`src/rtl/core_sequencer.sv`:
```
// rtl/core_sequencer.sv - multi-cycle control FSM for the 16-bit core, one instruction in flight.
// Optional single-step PAUSE state is built only when SEQ_STEP_EN is defined.
module core_sequencer #(
   parameter int PC_W    = 6,
   parameter int ALU_LAT = 1,
   parameter int RET_W   = 16
) (
   input  logic             clk,
   input  logic             rst_n,
   input  logic             instr_vld,
   input  logic [1:0]       flag,
   input  logic [3:0]       oper,
   input  logic [1:0]       mem_op,
   input  logic             mem_rdy,
   input  logic             step_req,
   output logic [PC_W-1:0]  pc,
   output logic             fetch_en,
   output logic             alu_en,
   output logic             opb_imm,
   output logic             mem_we,
   output logic             mem_dsel,
   output logic             rf_we,
   output logic [1:0]       rf_wsel,
   output logic             rf_wdst_b,
   output logic             halted,
   output logic [RET_W-1:0] retired
);

`ifdef SEQ_STEP_EN
   typedef enum logic [2:0] {
      S_FETCH, S_DECODE, S_EXEC, S_MEMA, S_WB, S_HALT, S_PAUSE
   } state_t;
`else
   typedef enum logic [2:0] {
      S_FETCH, S_DECODE, S_EXEC, S_MEMA, S_WB, S_HALT
   } state_t;
`endif

   typedef enum logic [2:0] {
      C_NOP, C_ALU, C_MOVE, C_LOAD, C_STORE, C_HALT
   } cls_t;

   localparam logic [2:0]       EXEC_LAST = 3'(ALU_LAT - 1);
   localparam logic [PC_W-1:0]  PC_ONE    = PC_W'(1);
   localparam logic [RET_W-1:0] RET_ONE   = RET_W'(1);

   state_t           state, state_nx;
   cls_t             cls_q, d_cls;
   logic             opb_q, wdst_q, dsel_q;
   logic [1:0]       wsel_q;
   logic             d_opb, d_wdst, d_dsel;
   logic [1:0]       d_wsel;
   logic [PC_W-1:0]  pc_q;
   logic [RET_W-1:0] ret_q;
   logic [2:0]       cnt_q;
   logic             run_q;
   logic             mema_first_q;
   logic             accept;
   logic             step_rise;

   // run_q keeps fetch_en low while reset is applied; fetching starts on the first edge after release.
   assign accept = (state == S_FETCH) && run_q && instr_vld;

`ifdef SEQ_STEP_EN
   logic step_q;

   always_ff @(posedge clk or negedge rst_n) begin
      if (!rst_n) begin
         step_q <= 1'b0;
      end else begin
         step_q <= step_req;
      end
   end

   assign step_rise = step_req && !step_q;
`else
   logic unused_step;

   assign unused_step = step_req;
   assign step_rise   = 1'b0;
`endif

   // Instruction class and datapath selects, decoded from the fields presented with instr_vld.
   always_comb begin
      d_cls  = C_NOP;
      d_opb  = 1'b0;
      d_wdst = 1'b0;
      d_wsel = 2'd0;
      d_dsel = 1'b0;
      case (flag)
         2'd1: begin
            if (oper >= 4'd1 && oper <= 4'hA) begin
               d_cls  = C_ALU;
               d_opb  = (oper >= 4'd6) && (oper <= 4'd9);
               d_wdst = (oper == 4'hA);
            end
         end
         2'd2: begin
            if (oper == 4'd2) begin
               d_cls  = C_MOVE;
               d_wsel = 2'd1;
            end else if (oper == 4'd3) begin
               d_cls  = C_MOVE;
               d_wsel = 2'd2;
            end
         end
         2'd3: begin
            case (mem_op)
               2'd1: begin
                  d_cls  = C_LOAD;
                  d_wsel = 2'd3;
               end
               2'd2: d_cls = C_STORE;
               2'd3: begin
                  d_cls  = C_STORE;
                  d_dsel = 1'b1;
               end
               default: d_cls = C_NOP;
            endcase
         end
         default: begin
            if (oper == 4'hF) begin
               d_cls = C_HALT;
            end
         end
      endcase
   end

   always_ff @(posedge clk or negedge rst_n) begin
      if (!rst_n) begin
         state        <= S_FETCH;
         cls_q        <= C_NOP;
         opb_q        <= 1'b0;
         wdst_q       <= 1'b0;
         wsel_q       <= 2'd0;
         dsel_q       <= 1'b0;
         pc_q         <= '0;
         ret_q        <= '0;
         cnt_q        <= 3'd0;
         run_q        <= 1'b0;
         mema_first_q <= 1'b0;
      end else begin
         state <= state_nx;
         run_q <= 1'b1;
         if (accept) begin
            cls_q  <= d_cls;
            opb_q  <= d_opb;
            wdst_q <= d_wdst;
            wsel_q <= d_wsel;
            dsel_q <= d_dsel;
         end
         if (state == S_DECODE) begin
            cnt_q        <= 3'd0;
            mema_first_q <= 1'b1;
         end else begin
            mema_first_q <= 1'b0;
            if (state == S_EXEC) begin
               cnt_q <= cnt_q + 3'd1;
            end
         end
         if (state == S_WB) begin
            pc_q  <= pc_q + PC_ONE;
            ret_q <= ret_q + RET_ONE;
         end
      end
   end

   always_comb begin
      state_nx  = state;
      fetch_en  = 1'b0;
      alu_en    = 1'b0;
      mem_we    = 1'b0;
      rf_we     = 1'b0;
      halted    = 1'b0;
      case (state)
         S_FETCH: begin
            fetch_en = run_q;
            if (accept) begin
               state_nx = S_DECODE;
            end
         end
         S_DECODE: begin
            case (cls_q)
               C_ALU:            state_nx = S_EXEC;
               C_LOAD, C_STORE:  state_nx = S_MEMA;
               C_HALT:           state_nx = S_HALT;
               default:          state_nx = S_WB;
            endcase
         end
         S_EXEC: begin
            alu_en = 1'b1;
            if (cnt_q == EXEC_LAST) begin
               state_nx = S_WB;
            end
         end
         S_MEMA: begin
            mem_we = mema_first_q && (cls_q == C_STORE);
            if (mem_rdy) begin
               state_nx = S_WB;
            end
         end
         S_WB: begin
            rf_we = (cls_q == C_ALU) || (cls_q == C_MOVE) || (cls_q == C_LOAD);
`ifdef SEQ_STEP_EN
            state_nx = S_PAUSE;
`else
            state_nx = S_FETCH;
`endif
         end
         S_HALT: begin
            halted = 1'b1;
         end
`ifdef SEQ_STEP_EN
         S_PAUSE: begin
            if (step_rise) begin
               state_nx = S_FETCH;
            end
         end
`endif
         default: state_nx = S_FETCH;
      endcase
   end

   assign pc        = pc_q;
   assign retired   = ret_q;
   assign opb_imm   = opb_q;
   assign rf_wdst_b = wdst_q;
   assign rf_wsel   = wsel_q;
   assign mem_dsel  = dsel_q;

endmodule
```
`config.mk`:
```
export PLATFORM = sky130hd
export DESIGN_NAME = core_sequencer
export DESIGN_NICKNAME = d
export VERILOG_FILES = /design/src/rtl/core_sequencer.sv
export SDC_FILE = /design/constraint.sdc
export NUM_CORES = 1
export LEC_CHECK = 0
export BUFFER_PORTS_ARGS = -buffer_cell sky130_fd_sc_hd__buf_2
export CAP_MARGIN = 5
export CELL_PAD_IN_SITES_DETAIL_PLACEMENT = 1
export CELL_PAD_IN_SITES_GLOBAL_PLACEMENT = 2
export CORE_UTILIZATION = 31
export CTS_CLUSTER_SIZE = 16
export DETAILED_ROUTE_END_ITERATION = 7
export PLACE_DENSITY_LB_ADDON = 0.1
export SLEW_MARGIN = 5
export SYNTH_ARGS = -nofsm -noshare
export SYNTH_HDL_FRONTEND = slang
export SYNTH_SLANG_ARGS = --single-unit
export TNS_END_PERCENT = 20
```
`constraint.sdc`:
```
create_clock -name clk -period 1.75 [get_ports clk]
set_input_delay 0 -clock clk [delete_from_list [all_inputs] [get_ports clk]]
set_output_delay 0 -clock clk [all_outputs]
set_load 0.02 [all_outputs]
```
# Word level (Yosys, flattened, before mapping)
# Index checks and enable logic that the tools add are counted.
# totals
latchBits	0
output_inout_bits	32
memories	0
mem_bits_ro	0
mem_bits_rw	0
regBits	38
wordCells	84
in_bits	13
# op_classes
n_eq_ne	23
addsub	3
mux	29
order_cmp	4
shifts	0
div_mod_pow	0
n_reduce_logical	13
bitwise	1
mul	0
# ops
op	n
$mux W3	6
$pmux W3 S3	2
$add A16 B1 Y16 const B	1
$pmux W3 S5	1
$mux W1	13
$eq A3 B2 Y1 const B	4
$eq A3 B3 Y1 const B	4
$mux W2	5
$eq A2 B2 Y1 const B	4
$eq A4 B2 Y1 const B	2
$eq A4 B4 Y1 const B	2
$le A4 B4 Y1 const B	2
$add A6 B1 Y6 const B	1
$eq A3 B1 Y1 const B	2
$logic_not A3 Y1	2
$pmux W3 S2	1
$logic_and A1 B1 Y1	5
$eq A2 B1 Y1 const B	2
$ge A4 B1 Y1 const B	1
$ge A4 B3 Y1 const B	1
$ne A2 B2 Y1 const B	2
$pmux W2 S2	1
$reduce_and A4 Y1	1
$reduce_or A2 Y1	2
other kinds (5)	6

# Depth between registers and ports, before layout
# Gate-level depths: netlist (run 1).
# logic_depth
depth_word	5
ltp_mapped	6
mapped_depth_nobuf	5

# Worst setup path before layout (run 1)
# OpenSTA, ideal clock, no wires.
# synth_timing
kind	register to register
from	register state[1]
to	register cls_q[2]
period_less_slack_ns	1.604
required_time_ns	1.614
setup_ns	0.136
setup_slack_ns	0.146
path_buffers	2
path_stages_with_launch	7
arrival_ns	1.468
path_cell_list	dfrtp_1 > buf_2 > nor4b_4 > nand2_1 > clkbuf_1 > nand2_1 > o21ai_0
# synth_via
elab_chain_len	3
# synth_lines
item	line_no	rtl
start, declared	47	state_t state, state_nx;
start signal, assigned	143	state <= state_nx;
$logic_not A3 Y1	62	assign accept = (state == S_FETCH) && run_q && instr_vld;
$logic_and A1 B1 Y1 (2 in a row)	62	
end signal, assigned	146	cls_q <= d_cls;
end, declared	48	cls_t cls_q, d_cls;
# Every way passes these cells.
# A chain may end at the register's enable or synchronous reset.

# Worst setup path in the final report (run 1)
# layout_timing
from	register state[2]
to	output mem_we
# layout_via
elab_chain_len	2
# layout_lines
item	line_no	rtl
$eq A3 B2 Y1	175	case (state)
$mux W1	175	
end, declared	20	output logic mem_we,
# Every way passes these cells.

==> results.tsv, run 1 <==
metric	value	unit
status	finished, final reports clean	
fin_nets	248	
final_cell_mix	buf_2, dfrtp_1, nand2_1	
leakagePower	0.00115	uW
grt_pass1_vias	1617	
synth_edf_count	0	
p_per_area	1520	mW/mm^2
first_pass_iters	4	
postRouteAntennaNets	0	
p_sw_frac	0.373	
synthFlopType	dfrtp_1	
drive_above_1_share	0.302	
dr_wl_met2	2100	um
dieArea	0.00645	mm^2
grt_first_pass_wirelength	7490	um
period_share	0.913	
pwr-share-seq	0.385	
timing.slew.headroom	0.416	
slew_viol_final	0	
antenna_found_initial	0	
cts_tree	built	
cts_buffers	5	
ctsHtreeMaxLevel	2	
die_w	80.3	um
ys_seq_area_frac	0.500	
fin_util	0.404	
finClkSkew	0.00444	ns
worstPathRequired	1.75	ns
num_antenna_cells	0	
drc_errors	0	
synth.distinct_cells	42	
max_freq	626	MHz
area_delta_synth_final	25.7	%
vias_per_cell	4.91	
cts-root-buf	clkbuf_8	
hold_viol	0	
clock_path_buffers	2	
io_buffers	43	
postSynthAreaPerCell	10.6	um^2
power.switching	1350	uW
yosys.area.top_type_share	0.500	
synth_cells	180	
die_h	80.3	um
ios	45	
grt_use_total	0.154	
min_period	1.60	ns
met1_length	1910	um
clock_latency	0.29	ns
cts_setup_buffers	0	
arrival	1.60	ns
start_util	0.321	
path_class	flip-flop to output port	
syn_nets	197	
tns	0	ns
cap_violations	0	
ys_ff_latch	38	
tightest_slew	0.876	ns
vdd_ir_drop_max	0.487	mV
pwr-share-comb	0.360	
post-dp-hpwl	3220	um
synth_area	0.00190	mm^2
vias	1507	
layout_commonest_cell	buf_2	
synthArstFlopShare	1.00	
ys_top_cells_by_area	dfrtp_1, xnor2_1, nand2_1, xor2_1, o21ai_0	
clock-sinks	38	
drt_iter0_drc	38	
grt_setup_unrepaired	false	
clkPwrFrac	0.256	
clk_pin_slew	0.08	ns
coreArea	0.00592	mm^2
synth_top_area_cell	dfrtp_1	
hold_path.class	input port to flip-flop	
intPower	2270	uW
crit_path_end_kind	output port	
yosys_warnings	0	
wl	4250	um
grt_overflow	0	
route.met3.wl	187	um
gp_congestion	0.727	
wl_per_cell	13.8	um
grt_max_degree	39	
top_layer	met4	
worstPathMaxFanout	9	
setup_viol	0	
worstSetupStartpointType	flip-flop	
row_count	28	
-- power groups by stage --
stage | clock (uW) | sequential, uW | combinational [uW]
after CTS | 957 | 1400 | 1330
after global routing | 988 | 1440 | 1470
after detailed placement | 0 | 1410 | 1320
after floorplan | 0 | 1490 | 757
after global placement | 0 | 1390 | 1270
final | 927 | 1390 | 1310
-- cells in the mapped netlist (3+ instances only) --
cell type and number:
dfrtp_1 38, nand2_1 20, xnor2_1 13, o21ai_0 11, nand3_1 9, inv_1 8, nor2_1 7, xor2_1 7
a21oi_1 5, and3_1 4, clkbuf_1 4, ha_1 4, nand2b_1 4, nand4_1 4, nor3_1 4, a31oi_1 3
mux2_2 3, nor3b_1 3
-- metrics by stage --
stage | area, um^2 | hold slack (ns) | setup WS [ns] | instances | total power [uW]
after floorplan | 1900 | -0.296 | 0.146 | 180 | 2250
after global placement | 2230 | 0.146 | 0.210 | 298 | 2660
after detailed placement | 2230 | 0.166 | 0.149 | 298 | 2730
after CTS | 2380 | 0.0229 | 0.0705 | 307 | 3680
after global routing | 2390 | 0.0361 | 0.0218 | 307 | 3910
final | 2390 | 0.0218 | 0.152 | 307 | 3630
-- final cells by class --
class / instances / area, um^2
flip-flops and latches: 38 / 952
inverters: 8 / 30.0
repair buffers: 50 / 270
well taps: 75 / 93.8
fillers: 687 / 3530
multi-input cells: 128 / 901
clock inverters: 2 / 60.1
clock buffers: 6 / 82.6
-- final timing paths --
path | cells past startpoint | end | slack [ns] | start
max | 4 | mem_we | 0.15 | state[2]$_DFFE_PN0P_
min | 3 | mem_dsel$_DFFE_PN0P_ | 0.02 | mem_op[0]
max reg2reg | 4 | retired[11]$_DFFE_PN0P_ | 0.17 | state[0]$_DFFE_PN0P_
min reg2reg | 1 | pc[5]$_DFFE_PN0P_ | 0.46 | pc[5]$_DFFE_PN0P_
max in group asynchronous | 2 | state[2]$_DFFE_PN0P_ | 0.79 | rst_n
min in group asynchronous | 2 | pc[5]$_DFFE_PN0P_ | 0.36 | rst_n
-- logic make-up after synthesis --
group | after synthesis | synth area share
AO/OA/AOI/OAI | 32 | 0.106
XOR/XNOR | 20 | 0.0922
adder cells (fa/ha/maj) | 4 | 0.0263
buffers and inverters | 14 | 0.0290
flip-flops | 38 | 0.500
multiplexers | 3 | 0.0178
other | 1 | 0.00197
AND/OR/NAND/NOR | 68 | 0.226
-- flip-flops by register name (all words and copies together) (netlist names) --
| signal | count |
|---|---|
| retired | 16 |
| pc | 6 |
| cls_q | 3 |
| cnt_q | 3 |
| state | 3 |
| rf_wsel | 2 |
| mem_dsel | 1 |
| mema_first_q | 1 |
| opb_imm | 1 |
| rf_wdst_b | 1 |
| run_q | 1 |
-- what timing repair did --
action / 4_1_cts / 5_1_grt
hold buffers: 1 / 0
endpoints found under the hold margin: 38 / 0
resized for setup: 0 / 2
setup endpoints to repair: 0 / 1
-- worst max-delay path: stages (launching register included) --
cell and delay, ns:
dfrtp_2 0.47, buf_4 0.18, nand2b_1 0.21, nor4_2 0.24, buf_2 0.20
-- per-layer routing --
layer	vias to the layer above	global-route usage
met1	735	0.188
met2	36	0.262
met3	6	0.0420
li1	730	-
met5	-	0
met4	0	0.0482
(Power assumes the default switching activity.)
==> run 2, diff against run 1 <==
==> constraint.sdc (replaced) <==
create_clock -name clk -period 1.8 [get_ports clk]
set_input_delay 0 -clock clk [delete_from_list [all_inputs] [get_ports clk]]
set_output_delay 0 -clock clk [all_outputs]
set_load 0.02 [all_outputs]
==> results.tsv, run 2 (synthesized netlist as in run 1, its figures left out) <==
metric	value	unit	change
first_pass_iters	4		unchanged
vias	1505		-0.13%
gp_congestion	0.723		-0.54%
cap_violations	0		unchanged
clk_pin_slew	0.07	ns	about the same
path_buf_inv	2		unchanged
layout_commonest_cell	buf_2		
dieArea	0.00645	mm^2	unchanged
critical_path.cell_chain	buf_4, nand2b_1, nor4_1, buf_2		
grt_overflow	0		unchanged
largest_register_ffs	16		unchanged
cts_setup_buffers	0		unchanged
start_util	0.321		unchanged
clock_path_buffers	2		unchanged
antenna_found_initial	0		unchanged
timing.hold.ws	0.0266	ns	+0.00477 ns
vias_per_cell	4.90		-0.13%
die_w	80.3	um	unchanged
cts-root-buf	clkbuf_8		
power.switching	1300	uW	-3.9%
p_sw_frac	0.371		-0.00236
post-dp-hpwl	3210	um	-0.23%
leakagePower	0.00115	uW	about the same
die_h	80.3	um	unchanged
cts_buffers	5		unchanged
path_class	flip-flop to output port		
fin_total_pwr	3510	uW	-3.3%
ctsHtreeMaxLevel	2		unchanged
min_period	1.59	ns	
cp_top_family	flip-flops		
cts_tree	built		
arrival	1.59	ns	about the same
grt_max_degree	39		unchanged
area_delta_synth_final	25.3	%	
fillers	697		+1.5%
wl_per_cell	13.4	um	-3.1%
r2r_cells	4		unchanged
row_count	28		unchanged
grt_setup_unrepaired	false		
io_buffers	43		unchanged
period_share	0.886		
cts_resized	0		unchanged
postPlaceCellArea	0.00223	mm^2	unchanged
critPathSlowestCell	dfrtp_1		
slew_viol_final	0		unchanged
endpoint	mem_we		
clkPwrFrac	0.255		about the same
hold_path.class	input port to flip-flop		
multi_input_area	895	um^2	-0.69%
timing.slew.headroom	0.427		+0.0102
drt_iter0_drc	20		-47%
r2r_end	retired[11]$_DFFE_PN0P_		
grt_first_pass_wirelength	7150	um	-4.6%
postRouteAntennaNets	0		unchanged
num_antenna_cells	0		unchanged
pre_cts_ws	0.205	ns	+0.0554 ns
coreArea	0.00592	mm^2	unchanged
pwr-share-seq	0.384		about the same
tns	0	ns	unchanged
pwr-share-comb	0.361		about the same
grt_pass1_vias	1542		-4.6%
fin_area	0.00238	mm^2	-0.31%
worstPathRequired	1.80	ns	+0.05 ns
hold_buffers	1		unchanged
max_freq	627	MHz	
clock-sinks	38		unchanged
fin_nets	248		unchanged
final_cell_mix	buf_2, dfrtp_1, nand2_1		
r2r_start	state[0]$_DFFE_PN0P_		
worstPathMaxFanout	9		unchanged
worstSetupStartpointType	flip-flop		
setup_viol	0		unchanged
finClkSkew	0.00474	ns	+0.000301 ns
clock_latency	0.29	ns	about the same
vdd_ir_drop_max	0.424	mV	-13%
tightest_slew	0.860	ns	-0.0153 ns
ios	45		unchanged
p_per_area	1470	mW/mm^2	-3.0%
setup_ws	0.205	ns	+0.0534 ns
drc_errors	0		unchanged
crit_path_end_kind	output port		
r2r_setup_slack	0.24	ns	+0.07 ns
ff_latch_area	951	um^2	-0.13%
drive_above_1_share	0.293		-0.00862
hold_viol	0		unchanged
status	finished, final reports clean		
worstSetupPathDepth	4		unchanged
intPower	2210	uW	-2.9%
grt_use_total	0.145		-0.00827
max_stage_delay	0.47	ns	about the same
crit_start	state[2]$_DFFE_PN0P_		
wl	4120	um	-3.1%
run 2: worst min-delay path by stage:
stage                  from               endpoint  cells past startpoint
floorplan             rst_n   cls_q[0]$_DFFE_PN0P_                      0
global placement      rst_n      pc[5]$_DFFE_PN0P_                      1
detailed placement    rst_n      pc[5]$_DFFE_PN0P_                      1
CTS                 oper[1]  rf_wdst_b$_DFFE_PN0P_                      3
global route        oper[1]  rf_wdst_b$_DFFE_PN0P_                      3
finish              oper[1]  rf_wdst_b$_DFFE_PN0P_                      3
run 2: layout make-up:
type	count	area share
clock buffer	6	0.0347
clock inverter	2	0.0252
inverter	8	0.0126
multi-input combinational	128	0.376
sequential	38	0.399
tap	75	0.0394
timing repair buffer	50	0.113
run 2: worst min-delay path, delay by kind of cell:
kind                   cells  cell delay, ns
buffers and inverters      1            0.15
AND/OR/NAND/NOR            1            0.08
AO/OA/AOI/OAI              1            0.05
run 2: per-stage QoR:
stage,instances,util
after CTS,307,0.402
after global placement,298,0.377
after detailed placement,298,0.377
after floorplan,180,-
final,307,0.402
after global routing,307,0.402
run 2: layer usage:
metal / track usage / part of all wire
met5: 0 / 0
met4: 0.0482 / 0.013
met3: 0.0375 / 0.045
met2: 0.247 / 0.50
met1: 0.179 / 0.44
run 2: power groups by stage:
stage / registers [uW] / logic [uW] / clock network [uW]
3_3_place_gp: 1350 / 1240 / 0
3_5_place_dp: 1380 / 1290 / 0
6_report: 1350 / 1270 / 893
4_1_cts: 1360 / 1300 / 920
2_1_floorplan: 1450 / 736 / 0
5_1_grt: 1390 / 1430 / 953
==> run 3, diff against run 2 <==
--- a/config.mk
+++ b/config.mk
@@ -9,8 +9,8 @@
 export CAP_MARGIN = 5
 export CELL_PAD_IN_SITES_DETAIL_PLACEMENT = 1
 export CELL_PAD_IN_SITES_GLOBAL_PLACEMENT = 2
-export CORE_UTILIZATION = 31
-export CTS_CLUSTER_SIZE = 16
+export CORE_ASPECT_RATIO = 1.1
+export CORE_UTILIZATION = 33
 export DETAILED_ROUTE_END_ITERATION = 7
 export PLACE_DENSITY_LB_ADDON = 0.1
 export SLEW_MARGIN = 5
==> results.tsv, run 3 (synthesized netlist as in run 1, its figures left out) <==
metric	value	unit	change
status	finished, final reports clean		
cts-root-buf	clkbuf_8		
clkPwrFrac	0.252		-0.003
vdd_ir_drop_max	0.521	mV	+23%
worstPathMaxFanout	7		-2
gp_congestion	0.835		+15%
ctsHtreeMaxLevel	2		unchanged
finClkSkew	0.00619	ns	+0.00145 ns
tns	0	ns	unchanged
grt_use_total	0.162		+0.0162
die_h	81.6	um	+1.6%
pwr-share-comb	0.369		+0.008
min_period	1.69	ns	+0.0950 ns
clock-sinks	38		unchanged
hold_viol	0		unchanged
grt_pass1_vias	1580		+2.5%
critical_path.cell_chain	buf_4, nor3b_4, nor3b_1, buf_2		
cp_top_family	simple AND/OR/NAND/NOR gates		
drc_errors	0		unchanged
clock_latency	0.29	ns	about the same
timing.hold.ws	0.0296	ns	+0.00304 ns
area_delta_synth_final	26.6	%	
layout_commonest_cell	buf_2		
start_util	0.348		+0.0268
clock_path_buffers	2		unchanged
grt_setup_unrepaired	false		
path_class	flip-flop to output port		
worstPathRequired	1.80	ns	about the same
max_stage_delay	0.40	ns	-0.07 ns
path_buf_inv	2		unchanged
period_share	0.939		+0.0528
row_count	28		unchanged
wl_per_cell	14.1	um	+5.5%
final_cell_mix	buf_2, dfrtp_1, nand2_1		
cap_violations	0		unchanged
drive_above_1_share	0.306		+0.0133
timing.slew.headroom	0.427		about the same
crit_path_end_kind	output port		
pwr-share-seq	0.378		-0.006
drt_iter0_drc	63		+220%
first_pass_iters	4		unchanged
critPathSlowestCell	dfrtp_1		
p_per_area	1490	mW/mm^2	+1.0%
vias	1513		+0.53%
post-dp-hpwl	3310	um	+3.0%
top_layer	met4		
dr_wl_met2	2150	um	+3.6%
setup_viol	0		unchanged
wl	4390	um	+6.6%
fin_nets	251		+1.2%
intPower	2240	uW	+1.7%
antenna_found_initial	0		unchanged
max_freq	592	MHz	-5.6%
grt_first_pass_wirelength	7470	um	+4.5%
io_buffers	43		unchanged
vias_per_cell	4.88		-0.44%
fillers	642		-7.9%
tightest_slew	0.860	ns	-0.000468 ns
postRouteAntennaNets	0		unchanged
num_antenna_cells	0		unchanged
cts_buffers	5		unchanged
cts_tree	built		
arrival	1.69	ns	+0.10 ns
route.met3.wl	168	um	-9.7%
dieArea	0.00607	mm^2	-5.9%
die_w	74.4	um	-7.4%
clk_pin_slew	0.08	ns	about the same
grt_overflow	0		unchanged
fin_util	0.440		+0.0379
hold_path.class	input port to flip-flop		
largest_register_ffs	16		unchanged
power.switching	1330	uW	+2.5%
worstSetupStartpointType	flip-flop		
ios	45		unchanged
p_sw_frac	0.373		+0.00184
slew_viol_final	0		unchanged
leakagePower	0.00116	uW	+1.2%
coreArea	0.00547	mm^2	-7.7%
met1_length	2010	um	+12%
grt_max_degree	39		unchanged
## run 3: timing repair
item                                    4_1_cts  5_1_grt
hold endpoints to repair                     38        0
buffers inserted                              0        3
endpoints found under the setup margin        0        2
hold buffers                                  1        0
gates resized for setup                       0        1
## run 3: final cells by class
cell class	count	area, um^2	share of cell area
flip-flops and latches	38	952	0.396
multi-input cells	128	895	0.372
repair buffers	53	293	0.122
clock inverters	2	60.1	0.0250
clock buffers	6	82.6	0.0343
inverters	8	30.0	0.0125
well taps	75	93.8	0.0390
## run 3: final timing paths
kind / startpoint / end / slack, ns / depth (start not counted)
max in group asynchronous: rst_n / state[2]$_DFFE_PN0P_ / 0.84 / 2
max: state[0]$_DFFE_PN0P_ / rf_we / 0.11 / 4
max reg2reg: state[1]$_DFFE_PN0P_ / retired[13]$_DFFE_PN0P_ / 0.24 / 4
min reg2reg: retired[15]$_DFFE_PN0P_ / retired[15]$_DFFE_PN0P_ / 0.47 / 1
min: mem_op[0] / mem_dsel$_DFFE_PN0P_ / 0.03 / 3
min in group asynchronous: rst_n / pc[5]$_DFFE_PN0P_ / 0.36 / 2
## run 3: power by group through the flow
stage / combinational (uW) / sequential, uW / clock, uW
finish: 1320 / 1350 / 903
global route: 1480 / 1400 / 970
CTS: 1300 / 1360 / 937
detailed placement: 1290 / 1380 / 0
global placement: 1240 / 1340 / 0
floorplan: 736 / 1450 / 0
## run 3: stage by stage
stage	setup slack, ns	cells	total power (uW)	cell area [um^2]
2_1_floorplan	0.196	180	2190	1900
3_3_place_gp	0.261	298	2580	2230
3_5_place_dp	0.221	298	2670	2230
4_1_cts	0.0100	307	3590	2380
5_1_grt	0.0290	310	3850	2410
6_report	0.110	310	3580	2410
## run 3: worst reg2reg max path: stages, from the launching register on
cell and delay, ns:
dfrtp_1 0.46, nand4bb_4 0.27, nor4_4 0.42, nand3_1 0.15, xnor2_1 0.14
## run 3: metal layers
metal	vias to the layer above	global-route usage
met5	-	0
li1	739	-
met3	6	0.0270
met1	731	0.200
met2	37	0.277
met4	0	0.0679
